File: src/rtl/libhdl_quad_decode.sv
`default_nettype none
// ============================================================================
// Module      : libhdl_quad_decode
// Description : Quadrature (A/B) incremental-encoder decoder.
//               Synchronises and glitch-filters both encoder channels, decodes
//               Gray-code transitions into a one-cycle step strobe plus a
//               direction bit, keeps a loadable wrapping position count, and
//               raises a sticky flag on illegal (double-bit) transitions.
//
// Ports       : i_clk       clock, rising edge
//               i_rst       synchronous reset, active-high
//               i_a, i_b    asynchronous encoder channels
//               i_lden      load o_count with i_ldval (priority over steps)
//               i_ldval     load value
//               i_clr_err   clear sticky error flag (a new error wins)
//               o_step      one-cycle pulse per legal transition
//               o_up_ndown  direction of the last step (1 = up)
//               o_count     position count, x4 resolution, wrapping
//               o_err       sticky illegal-transition flag
//
// Revision    : 1.0 - initial release
// ============================================================================
module libhdl_quad_decode #(
  parameter int COUNT_LEN   = 16,
  parameter int SYNC_STAGES = 2,
  parameter int FILT_LEN    = 4
) (
  input  logic                 i_clk,
  input  logic                 i_rst,
  input  logic                 i_a,
  input  logic                 i_b,
  input  logic                 i_lden,
  input  logic [COUNT_LEN-1:0] i_ldval,
  input  logic                 i_clr_err,
  output logic                 o_step,
  output logic                 o_up_ndown,
  output logic [COUNT_LEN-1:0] o_count,
  output logic                 o_err
);

  localparam int c_filt_w = $clog2(FILT_LEN + 1);
  localparam int c_init_w = $clog2(SYNC_STAGES + 2);
  localparam logic [c_filt_w-1:0] c_filt_last = c_filt_w'(FILT_LEN - 1);
  localparam logic [c_init_w-1:0] c_init_len  = c_init_w'(SYNC_STAGES + 1);

  // --------------------------------------------------------------------------
  // Init window: the first SYNC_STAGES+1 edges after reset release let the
  // filtered values track the synchronisers directly so that whatever static
  // position the encoder sits at is absorbed without a step or an error.
  // --------------------------------------------------------------------------
  logic [c_init_w-1:0] r_init_cnt;
  logic                w_init;

  assign w_init = (r_init_cnt != c_init_len);

  always_ff @(posedge i_clk) begin
    if (i_rst) begin
      r_init_cnt <= '0;
    end else if (w_init) begin
      r_init_cnt <= r_init_cnt + c_init_w'(1);
    end
  end

  // --------------------------------------------------------------------------
  // Per-channel synchroniser and glitch filter. Bit 1 is channel A, bit 0 B.
  // --------------------------------------------------------------------------
  logic [1:0] w_in;
  logic [1:0] w_sync;
  logic [1:0] w_filt;

  assign w_in = {i_a, i_b};

  for (genvar g = 0; g < 2; g++) begin : g_chan
    logic [SYNC_STAGES-1:0] r_sync;
    logic                   r_filt;
    logic [c_filt_w-1:0]    r_fcnt;

    always_ff @(posedge i_clk) begin
      if (i_rst) begin
        r_sync <= '0;
        r_filt <= 1'b0;
        r_fcnt <= '0;
      end else begin
        r_sync <= {r_sync[SYNC_STAGES-2:0], w_in[g]};
        if (w_init) begin
          r_filt <= r_sync[SYNC_STAGES-1];
          r_fcnt <= '0;
        end else if (r_sync[SYNC_STAGES-1] == r_filt) begin
          r_fcnt <= '0;
        end else if (r_fcnt == c_filt_last) begin
          // This edge is the FILT_LEN-th consecutive differing sample.
          r_filt <= r_sync[SYNC_STAGES-1];
          r_fcnt <= '0;
        end else begin
          r_fcnt <= r_fcnt + c_filt_w'(1);
        end
      end
    end

    assign w_sync[g] = r_sync[SYNC_STAGES-1];
    assign w_filt[g] = r_filt;
  end : g_chan

  // --------------------------------------------------------------------------
  // Decode. The previous filtered pair is a one-cycle-delayed copy; inside the
  // init window it is loaded with the same value as the filter so both agree
  // when the window closes.
  // --------------------------------------------------------------------------
  logic [1:0] r_prev;

  always_ff @(posedge i_clk) begin
    if (i_rst) begin
      r_prev <= 2'b00;
    end else if (w_init) begin
      r_prev <= w_sync;
    end else begin
      r_prev <= w_filt;
    end
  end

  // Map {A,B} onto its position in the up cycle 00,10,11,01 so that the
  // modulo-4 difference directly classifies the transition:
  // 0 = none, 1 = up, 3 = down, 2 = both channels changed (illegal).
  logic [1:0] w_pos_prev;
  logic [1:0] w_pos_cur;
  logic [1:0] w_delta;
  logic       w_step;
  logic       w_up;
  logic       w_bad;

  assign w_pos_prev = {r_prev[0], r_prev[1] ^ r_prev[0]};
  assign w_pos_cur  = {w_filt[0], w_filt[1] ^ w_filt[0]};
  assign w_delta    = w_pos_cur - w_pos_prev;
  assign w_step     = !w_init && w_delta[0];
  assign w_up       = (w_delta == 2'd1);
  assign w_bad      = !w_init && (w_delta == 2'd2);

  // --------------------------------------------------------------------------
  // Registered outputs and position count.
  // --------------------------------------------------------------------------
  logic                 r_step;
  logic                 r_up_ndown;
  logic [COUNT_LEN-1:0] r_count;
  logic                 r_err;

  always_ff @(posedge i_clk) begin
    if (i_rst) begin
      r_step     <= 1'b0;
      r_up_ndown <= 1'b1;
      r_count    <= '0;
      r_err      <= 1'b0;
    end else begin
      r_step <= w_step;
      if (w_step) begin
        r_up_ndown <= w_up;
      end

      if (i_lden) begin
        r_count <= i_ldval;
      end else if (w_step) begin
        r_count <= w_up ? (r_count + COUNT_LEN'(1)) : (r_count - COUNT_LEN'(1));
      end

      if (w_bad) begin
        r_err <= 1'b1;
      end else if (i_clr_err) begin
        r_err <= 1'b0;
      end
    end
  end

  assign o_step     = r_step;
  assign o_up_ndown = r_up_ndown;
  assign o_count    = r_count;
  assign o_err      = r_err;

endmodule : libhdl_quad_decode
`default_nettype wire

File: config.mk
export PLATFORM = sky130hd
export DESIGN_NAME = libhdl_quad_decode
export DESIGN_NICKNAME = d
export VERILOG_FILES = /design/src/rtl/libhdl_quad_decode.sv
export SDC_FILE = /design/constraint.sdc
export NUM_CORES = 1
export LEC_CHECK = 0
export ABC_AREA = 1
export CORE_MARGIN = 3
export CORE_UTILIZATION = 60
export CTS_CLUSTER_DIAMETER = 100
export DETAILED_ROUTE_END_ITERATION = 7
export DONT_BUFFER_PORTS = 1
export GPL_TIMING_DRIVEN = 0
export PLACE_DENSITY = 0.76
export SLEW_MARGIN = 20
export SYNTH_ARGS = -nofsm -noshare
export SYNTH_HDL_FRONTEND = slang
export SYNTH_SLANG_ARGS = --single-unit
export TNS_END_PERCENT = 100
File: constraint.sdc
create_clock -name i_clk -period 3.2 [get_ports i_clk]
set_input_delay 0.16 -clock i_clk [delete_from_list [all_inputs] [get_ports i_clk]]
set_output_delay 0.16 -clock i_clk [all_outputs]
set_load 0.01 [all_outputs]
==> After elaboration in Yosys (flattened, before gate mapping) <==
Index checks and enable logic that the tools add are counted.
{ "totals": {"regBits": 35, "in_bits": 22, "output_inout_bits": 19, "wordCells": 52} }
{ "classes": {"add_sub_neg": 6, "n_eq_ne": 9, "muxes": 12, "bitwise_logic": 2, "reduce_logical": 11} }
{ "op_table": {"columns": ["op", "count"], "rows": [
  ["$mux W16", 3],
  ["$add A16 B1 Y16 const B", 1],
  ["$sub A16 B1 Y16 const B", 1],
  ["$mux W1", 8],
  ["$reduce_bool A2 Y1", 4],
  ["$reduce_or A4 Y1", 2],
  ["$add A3 B1 Y3 const B", 2],
  ["$eq A3 B2 Y1 const B", 2],
  ["$ne A2 B2 Y1 const B", 3],
  ["$reduce_and A2 Y1", 2],
  ["$add A2 B1 Y2 const B", 1],
  ["$eq A1 B1 Y1", 2],
  ["$eq A2 B1 Y1 const B", 1],
  ["$eq A2 B2 Y1 const B", 1],
  ["$logic_and A1 B1 Y1", 2],
  ["$mux W2", 1],
  ["$sub A2 B2 Y2", 1],
  ["$xor A1 B1 Y1", 2],
  ["$logic_not A1 Y1", 1]
]} }

==> Logic depth before layout (Yosys ltp) <==
Gate-level depths: netlist of the first run.
{ "logic_depth": {"depth_word": 6, "depth_mapped": 20, "mapped_depth_nobuf": 20} }

==> Worst setup path before layout of the first run <==
Ideal clock, no wire load.
{ "synth_timing": {"path_kind": "register to register", "startpoint": "register g_chan[0].r_filt", "endpoint": "register r_count[14] (netlist: o_count[14])", "setup_time_ps": 132, "arrival_time_ps": 2491, "required_ps": 3068, "path_slack_ps": 577, "path_stages_with_launch": 21, "path_buffers": 0, "synth_period_minus_slack_ps": 2623, "cell_sequence": "dfxtp_1 xnor2_1 ha_1 inv_1 nand2_1 nand2_1 nand2_1 nand2_1 nand2_1 inv_1 fa_1 inv_1 nand3_1 nand2_1 nand2_1 nand2_1 nand2_1 nand2_1 nand2_1 nand3_1 a21oi_1"} }
{ "synth_via": {"elab_chain_cells": 6, "elab_cells_between_ends": 8, "cone_classes": "1 x add/sub; 1 x eq/ne; 3 x mux; 1 x bitwise; 2 x reduce/logical"} }
{ "synth_rtl": {"columns": ["item", "line", "source"], "rows": [
  ["start, declared", "75", "logic r_filt;"],
  ["start signal, assigned", "86", "r_filt <= r_sync[SYNC_STAGES-1];"],
  ["start signal, assigned", "92", "r_filt <= r_sync[SYNC_STAGES-1];"],
  ["$xor A1 B1 Y1", "132", "assign w_pos_cur = {w_filt[0], w_filt[1] ^ w_filt[0]};"],
  ["$sub A2 B2 Y2 *", "133", "assign w_delta = w_pos_cur - w_pos_prev;"],
  ["$eq A2 B1 Y1 *", "135", "assign w_up = (w_delta == 2'd1);"],
  ["net w_up", "128", "logic w_up;"],
  ["$mux W16 *", "161", "r_count <= w_up ? (r_count + COUNT_LEN'(1)) : (r_count - COUNT_LEN'(1));"],
  ["$mux W16 *", "160", "end else if (w_step) begin"],
  ["$mux W16 *", "158", "if (i_lden) begin"],
  ["end signal, assigned", "159", "r_count <= i_ldval;"],
  ["end signal, assigned", "161", null],
  ["end, declared", "143", "logic [COUNT_LEN-1:0] r_count;"]
]} }
The timed path passes the listed nets; every way through them passes the cells marked *. The select of a mux whose other input is x is not followed.
A chain may end at the register's enable or synchronous reset.

==> Final worst setup path of the first run <==
Ends and elaborated chain as after synthesis.

==> results.ini, run 1 <==
[outcome]
run_status = finished clean

[synth]
synth_largest_area_cell = dfxtp_1
yosysWarnings = 0
syn_nets = 409
syn_inst = 364
ys_async_sr_fraction = 0
synth_most_common_cell = nand2_1
synth-edff-count = 0
synth_area_leaders = dfxtp_1, nand2_1, ha_1, inv_1, nor2_1
synth.avg_cell_area_um2 = 6.54
synthTopCellsByCount = nand2_1, inv_1, nor2_1
synth_top_area_frac = 0.294
ys_types = 28
ys_seq_elements = 35
synth_area_um2 = 2380
synth_ff_type = dfxtp_1
ys_seq_area_frac = 0.294

[setup_path]
critPathMaxStageDelay_ns = 0.44
path_buf_inv = 3
end_kind = flip-flop
rrSetupSlack_ns = 0.38
path_depth = 20
cp_data_arrival_time_ns = 2.98
start_kind = flip-flop
path_cells = xnor2_1, ha_1, inv_1, nand2_1, nand2_1, nand2_1, nand2_1, nand2_4, inv_1, fa_1, inv_1, nand3_1, nand2_1, nand2_1, nand2_1, nand2_1, nand2_1, nand2_1, nand3_1, a21oi_1
crit_family = simple AND/OR/NAND/NOR gates
path_class = flip-flop to flip-flop
cpMostUsedCell = nand2_1
r2r-start = g_chan[0].r_filt
reg2reg_depth = 20
r2r-end = o_count[14]
crit_fanout = 19
cpMaxStageDelayCell = dfxtp_1
cp.required_ns = 3.36

[power]
leakage_nw = 1.31
power_mw = 1.58
peakVddDrop_v = 0.000304
p_per_area_nw_per_um2 = 619

[worst_hold_path]
holdCritStartpoint = i_clr_err
holdPathStages = 3
hp-class = primary input to flip-flop
hold_end = o_err

[timing]
setup_viol = 0
hold_violations = 0
min_period_over_period = 0.882
period_needed_ns = 2.82
rsz0062_at_grt = false
fin_skew_ns = 0.00556
maxSlewViolCount = 0
fmax_mhz = 354
tns_ns = 0
worstMarginPinSlew_ns = 0.591
maxSlewHeadroom = 0.606

[routing]
detail_route.wl_per_cell_um = 12.8
drt-initial-drc-count = 172
firstDrtPassIters = 4
vias = 2206
wl_mm = 5.39
antenna_left = 0
drc = 0
avgViaCountPerCell = 5.23

[final_layout]
multi_input_area_um2 = 1410
nFillCells = 355
area.growth.synth_to_final_pct = 7.26
fin_area_um2 = 2550
final_cell_count_no_fill = 422
final_nets = 418
drive_gt1_frac = 0.0481
fin_util = 0.682
regArea_um2 = 701
n_antenna_cell = 0

[grt]
grt_first_pass_wirelength_mm = 8.38
grt_pass1_vias = 1887
antenna_found_initial = 0
grt_overflow = 0
track_usage = 0.238
grt_max_degree = 20

[clocking]
root_buffer = clkbuf_8
htreeDepth = 2
insertion_delay_ns = 0.29
clockBufferDepth = 2
cts_tree = done
cts.sinks = 35
numCtsBuffers = 5
post_cts_buffers = 0
clk_pin_slew_ns = 0.07

[floorplanning]
initial_utilization = 0.636
coreArea_um2 = 3740
io-pin-count = 41
die_h_um = 69.0
die_w_um = 69.0
dieArea_um2 = 4760
rows = 22

[run]
cap_violations = 0

[placement]
placed_cells = 412
gp_congestion = 0.922
portBuffers = 0
dpl.hpwl_mm = 4.01
placed_area_um2 = 2440

[final cells by class]
class | instances | area share
inverter | 61 | 0.0897
sequential | 35 | 0.275
clock inverter | 2 | 0.00490
multi-input combinational | 260 | 0.551
tap | 48 | 0.0235
clock buffer | 6 | 0.0284
timing repair buffer | 2 | 0.00784
buffer | 8 | 0.0196
[how the worst max path moves through the flow]
stage | start | slack (ns) | endpoint
floorplan | g_chan[0].r_filt | 0.58 | o_count[14]
global placement | g_chan[0].r_filt | 0.11 | o_count[14]
detailed placement | g_chan[0].r_filt | 0.05 | o_count[14]
CTS | g_chan[0].r_filt | 0.02 | o_count[14]
global route | g_chan[0].r_filt | 0.02 | o_count[10]
finish | g_chan[0].r_filt | 0.38 | o_count[14]
[cells in the final DEF (no fill, tap or decap), drive strengths merged]
cell type and n:
nor3 7, xor2 6, dlygate4sd3 2, nand3 23, clkinvlp 1, nand4 3
nand2 106, a22o 5, dfxtp 35, o21bai 1, or2 1, a31oi 5
buf 4, nand3b 5, fa 1, and2 1, clkbuf 10, a21oi 24
nor2 39, inv 61, ha 22, o21ai 7, clkinv 1, a211oi 2
xnor2 1, a22oi 1
[repair_timing]
action                                  in CTS  in global routing
endpoints found under the setup margin       0                 11
hold endpoints to repair                     2                  0
hold buffers                                 2                  0
gates resized for setup                      0                  2
[stage by stage]
stage,hold slack (ns),worst slack [ns]
after global placement,0.268,0.112
after CTS,0.0174,0.0220
after floorplan,0.267,0.577
after global routing,0.0298,0.0200
after detailed placement,0.273,0.0549
final,0.0222,0.376
[flip-flops by register name, indices dropped and copies added (netlist names)]
register	count
g_chan.r_fcnt	6
g_chan.r_filt	2
g_chan.r_sync	4
o_count	16
o_err	1
o_step	1
o_up_ndown	1
r_init_cnt	2
r_prev	2
[where the power goes]
group,internal [mW],total (mW),switching [mW]
logic,0.268,0.758,0.490
registers,0.465,0.501,0.0352
clock network,0.152,0.321,0.168
total,0.886,1.58,0.694
[worst min-delay path, delay by kind of cell]
kind	cells	cell delay (ns)
AOI/OAI and AO/OA	1	0.05
buffers and inverters	1	0.02
and+or+nand+nor	1	0.04
[routing by layer]
metal / global-route usage / part of all wire
met4: 0.0827 / 0.018
met5: 0 / 0
met3: 0.0616 / 0.072
met1: 0.315 / 0.46
met2: 0.371 / 0.45
[kinds of logic after synthesis]
group                      count (synthesis)  synth area share
AOI/OAI and AO/OA                         45             0.109
buffers and inverters                     69             0.117
adders and majority gates                 23             0.124
DFF                                       35             0.294
and+or+nand+nor                          185             0.329
xor gates and xnor gates                   7            0.0258
(Power assumes the default switching activity.)
==> run 2: changes to the inputs <==
--- a/config.mk
+++ b/config.mk
@@ -6,11 +6,11 @@
 export NUM_CORES = 1
 export LEC_CHECK = 0
 export ABC_AREA = 1
+export BUFFER_PORTS_ARGS = -buffer_cell sky130_fd_sc_hd__buf_4
 export CORE_MARGIN = 3
-export CORE_UTILIZATION = 60
+export CORE_UTILIZATION = 53
 export CTS_CLUSTER_DIAMETER = 100
 export DETAILED_ROUTE_END_ITERATION = 7
-export DONT_BUFFER_PORTS = 1
 export GPL_TIMING_DRIVEN = 0
 export PLACE_DENSITY = 0.76
 export SLEW_MARGIN = 20
==> results.ini, run 2 (synthesized netlist as in run 1, its figures left out) <==
[outcome]
run_status = finished clean  ; unchanged

[placement]
place_ws_ns = 0.0201  ; was 0.0549 ns
dpl.hpwl_mm = 3.99  ; was 4.01 mm
portBuffers = 38  ; was 0
gp_congestion = 0.850  ; was 0.922

[timing]
setup_viol = 0  ; unchanged
fin_skew_ns = 0.0105  ; was 0.00556 ns
timing.final.ws_setup_ns = 0.366  ; was 0.376 ns
tns_ns = 0  ; unchanged
worstMarginPinSlew_ns = 0.580  ; was 0.591 ns
maxSlewViolCount = 0  ; unchanged
min_period_over_period = 0.886  ; was 0.882
rsz0062_at_grt = false  ; unchanged
fmax_mhz = 353  ; was 354 MHz
hold_violations = 0  ; unchanged
maxSlewHeadroom = 0.613  ; was 0.606
period_needed_ns = 2.83  ; was 2.82 ns

[power]
combPwrFrac = 0.496  ; was 0.480
p_int_uw = 918  ; was 886 uW
clkPwrFrac = 0.200  ; was 0.203
p_sw_uw = 693  ; was 694 uW
sw_frac_of_total = 0.430  ; was 0.439
peakVddDrop_v = 0.000345  ; was 0.000304 V
p_per_area_nw_per_um2 = 571  ; was 619 nW/um2
p_seq_frac = 0.304  ; was 0.317
power_mw = 1.61  ; was 1.58 mW
leakage_nw = 1.50  ; was 1.31 nW

[clocking]
htreeDepth = 2  ; unchanged
root_buffer = clkbuf_8  ; unchanged
post_cts_buffers = 0  ; unchanged
clockBufferDepth = 2  ; unchanged
holdBufCountCts = 0  ; was 2
insertion_delay_ns = 0.29  ; about the same
numCtsBuffers = 5  ; unchanged
cts_tree = done  ; unchanged
clk_pin_slew_ns = 0.08  ; was 0.07 ns
cts.sinks = 35  ; unchanged
cts_resized = 0  ; unchanged

[floorplanning]
die_h_um = 73.0  ; was 69.0 um
rows = 23  ; was 22
initial_utilization = 0.570  ; was 0.636
io-pin-count = 41  ; unchanged
die_w_um = 73.0  ; was 69.0 um
dieArea_um2 = 5330  ; was 4760 um2
coreArea_um2 = 4170  ; was 3740 um2

[routing]
detail_route.wl_per_cell_um = 11.6  ; was 12.8 um
drc = 0  ; unchanged
vias = 2363  ; was 2206
avgViaCountPerCell = 5.14  ; was 5.23
firstDrtPassIters = 4  ; unchanged
antenna_left = 0  ; unchanged
wl_mm = 5.34  ; was 5.39 mm
drt-initial-drc-count = 111  ; was 172

[final_layout]
largest_reg_flops = 16  ; unchanged
drive_gt1_frac = 0.137  ; was 0.0481
area.growth.synth_to_final_pct = 18.5  ; was 7.26%
layout_commonest_cell = nand2_1  ; unchanged
nFillCells = 398  ; was 355
final_nets = 454  ; was 418
n_antenna_cell = 0  ; unchanged
final_cell_mix = nand2_1, inv_1, buf_4  ; was nand2_1, inv_1, nor2_1

[setup_path]
end_kind = flip-flop  ; unchanged
path_class = flip-flop to flip-flop  ; unchanged
crit_fanout = 19  ; unchanged
cp_data_arrival_time_ns = 2.99  ; was 2.98 ns
start_kind = flip-flop  ; unchanged
cp.required_ns = 3.35  ; was 3.36 ns

[grt]
grt_overflow = 0  ; unchanged
antenna_found_initial = 0  ; unchanged
grt_max_degree = 20  ; unchanged
grt_pass1_vias = 2070  ; was 1887
grt_first_pass_wirelength_mm = 9.12  ; was 8.38 mm
track_usage = 0.216  ; was 0.238

[run]
cap_violations = 0  ; unchanged

[worst_hold_path]
hp-class = primary input to flip-flop  ; unchanged

run 2: cell count changes in the layout (fill, tap and decap cells not counted), sizes merged:
cell and change:
buf +38, dlygate4sd3 -2
run 2: power groups by stage:
stage,sequential [mW],combinational (mW),clock (mW)
after global placement,0.499,0.767,0
after floorplan,0.504,0.603,0
after detailed placement,0.500,0.777,0
final,0.490,0.800,0.321
after CTS,0.490,0.786,0.327
after global routing,0.494,0.924,0.344
run 2: per-stage QoR:
step                       util  hold slack [ns]  instances  instance area, um2
after floorplan               -            0.267        364                2380
after global placement    0.654            0.361        452                2730
after detailed placement  0.654            0.365        452                2730
after CTS                 0.674           0.0665        460                2810
after global routing      0.676           0.0933        460                2820
final                     0.676           0.0742        460                2820
run 2: final cells by class:
type | instances | area, um2 | area share
multi-input combinational | 260 | 1410 | 0.499
clock inverter | 2 | 12.5 | 0.00444
tap | 50 | 62.6 | 0.0222
clock buffer | 6 | 72.6 | 0.0257
timing repair buffer | 38 | 285 | 0.101
inverter | 61 | 229 | 0.0812
sequential | 35 | 701 | 0.248
buffer | 8 | 50.0 | 0.0177
run 2: worst max-delay path, stage by stage, from the launching register on:
cell and delay (ns):
dfxtp_1 0.44, xnor2_1 0.15, ha_1 0.18, inv_1 0.04
nand2_1 0.07, nand2_1 0.05, nand2_1 0.05, nand2_1 0.13
nand2_4 0.25, inv_1 0.09, fa_1 0.36, inv_1 0.10
nand3_1 0.08, nand2_1 0.17, nand2_1 0.07, nand2_1 0.14
nand2_1 0.09, nand2_1 0.07, nand2_1 0.04, nand3_1 0.06
a21oi_1 0.06
run 2: worst paths after layout:
| path | start | endpoint | slack (ns) | cells after the start |
|---|---|---|---|---|
| worst max-delay path | g_chan[0].r_filt | o_count[14] | 0.37 | 20 |
| worst min-delay path | i_a | g_chan[1].r_sync[0] | 0.07 | 3 |
| worst max register to register | g_chan[0].r_filt | o_count[14] | 0.37 | 20 |
| worst min register to register | g_chan[1].r_sync[0] | g_chan[1].r_sync[1] | 0.40 | 2 |
run 2: layer usage:
metal | up-vias | part of all wire | global-route usage
met5 | - | 0 | 0
met4 | 0 | 0.025 | 0.0861
met3 | 13 | 0.066 | 0.0413
met2 | 82 | 0.41 | 0.323
met1 | 1026 | 0.50 | 0.303
li1 | 1242 | - | -
==> run 3: changes to the inputs <==
--- a/config.mk
+++ b/config.mk
@@ -9,6 +9,7 @@
 export BUFFER_PORTS_ARGS = -buffer_cell sky130_fd_sc_hd__buf_4
 export CORE_MARGIN = 3
 export CORE_UTILIZATION = 53
+export CTS_BUF_LIST = sky130_fd_sc_hd__clkbuf_2 sky130_fd_sc_hd__clkbuf_4 sky130_fd_sc_hd__clkbuf_8
 export CTS_CLUSTER_DIAMETER = 100
 export DETAILED_ROUTE_END_ITERATION = 7
 export GPL_TIMING_DRIVEN = 0
==> results.ini, run 3 (synthesized netlist as in run 1, its figures left out) <==
[timing]
hold_violations = 0  ; unchanged
fin_skew_ns = 0.0103  ; was 0.0105 ns
period_needed_ns = 2.84  ; was 2.83 ns
worstMarginPinSlew_ns = 0.582  ; was 0.580 ns
setup_viol = 0  ; unchanged
min_period_over_period = 0.887  ; was 0.886
rsz0062_at_grt = false  ; unchanged
hold_ws_ns = 0.0741  ; was 0.0742 ns
fmax_mhz = 352  ; was 353 MHz
maxSlewViolCount = 0  ; unchanged
maxSlewHeadroom = 0.612  ; was 0.613
tns_ns = 0  ; unchanged

[floorplanning]
coreArea_um2 = 4170  ; unchanged
die_w_um = 73.0  ; unchanged
io-pin-count = 41  ; unchanged
die_h_um = 73.0  ; unchanged
dieArea_um2 = 5330  ; unchanged
initial_utilization = 0.570  ; unchanged
rows = 23  ; unchanged

[clocking]
htreeDepth = 2  ; unchanged
clk_pin_slew_ns = 0.08  ; about the same
numCtsBuffers = 5  ; unchanged
cts.sinks = 35  ; unchanged
post_cts_buffers = 0  ; unchanged
clockBufferDepth = 2  ; unchanged
cts_tree = done  ; unchanged
cts_resized = 0  ; unchanged
holdBufCountCts = 0  ; unchanged
root_buffer = clkbuf_8  ; unchanged
insertion_delay_ns = 0.29  ; about the same

[setup_path]
cp.required_ns = 3.35  ; about the same
cpMostUsedCell = nand2_1  ; unchanged
path_cells = xnor2_1, ha_1, inv_1, nand2_1, nand2_1, nand2_1, nand2_1, nand2_4, inv_1, fa_1, inv_1, nand3_1, nand2_1, nand2_1, nand2_1, nand2_1, nand2_1, nand2_1, nand3_1, a21oi_1  ; unchanged
crit_fanout = 19  ; unchanged
start_kind = flip-flop  ; unchanged
cp_data_arrival_time_ns = 2.99  ; about the same
end_kind = flip-flop  ; unchanged
cpMaxStageDelayCell = dfxtp_1  ; unchanged
path_class = flip-flop to flip-flop  ; unchanged
path_buf_inv = 3  ; unchanged
crit_family = simple AND/OR/NAND/NOR gates  ; unchanged
critPathMaxStageDelay_ns = 0.45  ; was 0.44 ns

[run]
cap_violations = 0  ; unchanged

[routing]
antenna_left = 0  ; unchanged
avgViaCountPerCell = 5.08  ; was 5.14
wl_mm = 5.32  ; was 5.34 mm
drc = 0  ; unchanged
detail_route.wl_per_cell_um = 11.6  ; about the same
vias = 2338  ; was 2363
drt-initial-drc-count = 111  ; unchanged
firstDrtPassIters = 4  ; unchanged

[final_layout]
final_cell_count_no_fill = 460  ; unchanged
multi_input_area_um2 = 1410  ; unchanged
largest_reg_flops = 16  ; unchanged
final_nets = 454  ; unchanged
n_antenna_cell = 0  ; unchanged
layout_commonest_cell = nand2_1  ; unchanged
area.growth.synth_to_final_pct = 18.7  ; was 18.5%
fin_util = 0.677  ; was 0.676
fin_area_um2 = 2820  ; about the same
drive_gt1_frac = 0.139  ; was 0.137
regArea_um2 = 701  ; unchanged
nFillCells = 396  ; was 398
final_cell_mix = nand2_1, inv_1, buf_4  ; unchanged

[grt]
track_usage = 0.216  ; unchanged
grt_pass1_vias = 2070  ; unchanged
grt_max_degree = 20  ; unchanged
grt_overflow = 0  ; unchanged
grt_first_pass_wirelength_mm = 9.12  ; unchanged
antenna_found_initial = 0  ; unchanged

[power]
leakage_nw = 1.50  ; about the same
peakVddDrop_v = 0.000345  ; about the same
p_per_area_nw_per_um2 = 572  ; was 571 nW/um2

[outcome]
run_status = finished clean  ; unchanged

[placement]
placed_area_um2 = 2730  ; unchanged
placed_cells = 452  ; unchanged
dpl.hpwl_mm = 3.99  ; unchanged
gp_congestion = 0.850  ; unchanged
portBuffers = 38  ; unchanged

[worst_hold_path]
hp-class = primary input to flip-flop  ; unchanged

[run 3: changes by cell type in the layout (fill, tap and decap cells not counted)]
cell and change:
clkbuf_1 -1, clkbuf_4 +1
[run 3: final timing paths]
kind                               to  slack (ns)  depth (start not counted)                start
setup / recovery          o_count[14]        0.36                         20     g_chan[0].r_filt
hold / removal    g_chan[1].r_sync[0]        0.07                          3                  i_a
setup reg to reg          o_count[14]        0.36                         20     g_chan[0].r_filt
hold reg to reg   g_chan[1].r_sync[1]        0.40                          2  g_chan[1].r_sync[0]
[run 3: routing by layer]
| metal | up-vias | global-route usage | wire [um] |
|---|---|---|---|
| met5 | - | 0 | 0 |
| met4 | 0 | 0.0861 | 110 |
| met3 | 9 | 0.0413 | 372 |
| met2 | 72 | 0.323 | 2210 |
| met1 | 1014 | 0.303 | 2630 |
| li1 | 1243 | - | - |
[run 3: layout make-up]
cell class / count / share of cell area
plain buffers: 8 / 0.0177
clock inverters: 2 / 0.00443
well taps: 50 / 0.0222
flip-flops and latches: 35 / 0.248
clock buffers: 6 / 0.0270
repair buffers: 38 / 0.101
multi-input cells: 260 / 0.498
inverters: 61 / 0.0811
[run 3: worst reg2reg max path, delay by kind of cell, from the launching register on]
| kind | cells | cell delay, ns |
|---|---|---|
| and+or+nand+nor | 13 | 1.26 |
| AOI/OAI and AO/OA | 1 | 0.06 |
| adders and majority gates | 2 | 0.54 |
| xor gates and xnor gates | 1 | 0.15 |
| buffers and inverters | 3 | 0.23 |
| DFF | 1 | 0.45 |
[run 3: through the flow]
step	worst slack (ns)	power, mW
3_3_place_gp	0.112	1.27
4_1_cts	0.0272	1.61
5_1_grt	0.0481	1.77
6_report	0.361	1.62
3_5_place_dp	0.0201	1.28
2_1_floorplan	0.577	1.11
[run 3: power breakdown]
part	internal, mW	switching, mW	total, mW
Clock	0.161	0.168	0.329
Sequential	0.465	0.0243	0.490
Combinational	0.300	0.497	0.797
Total	0.926	0.690	1.62
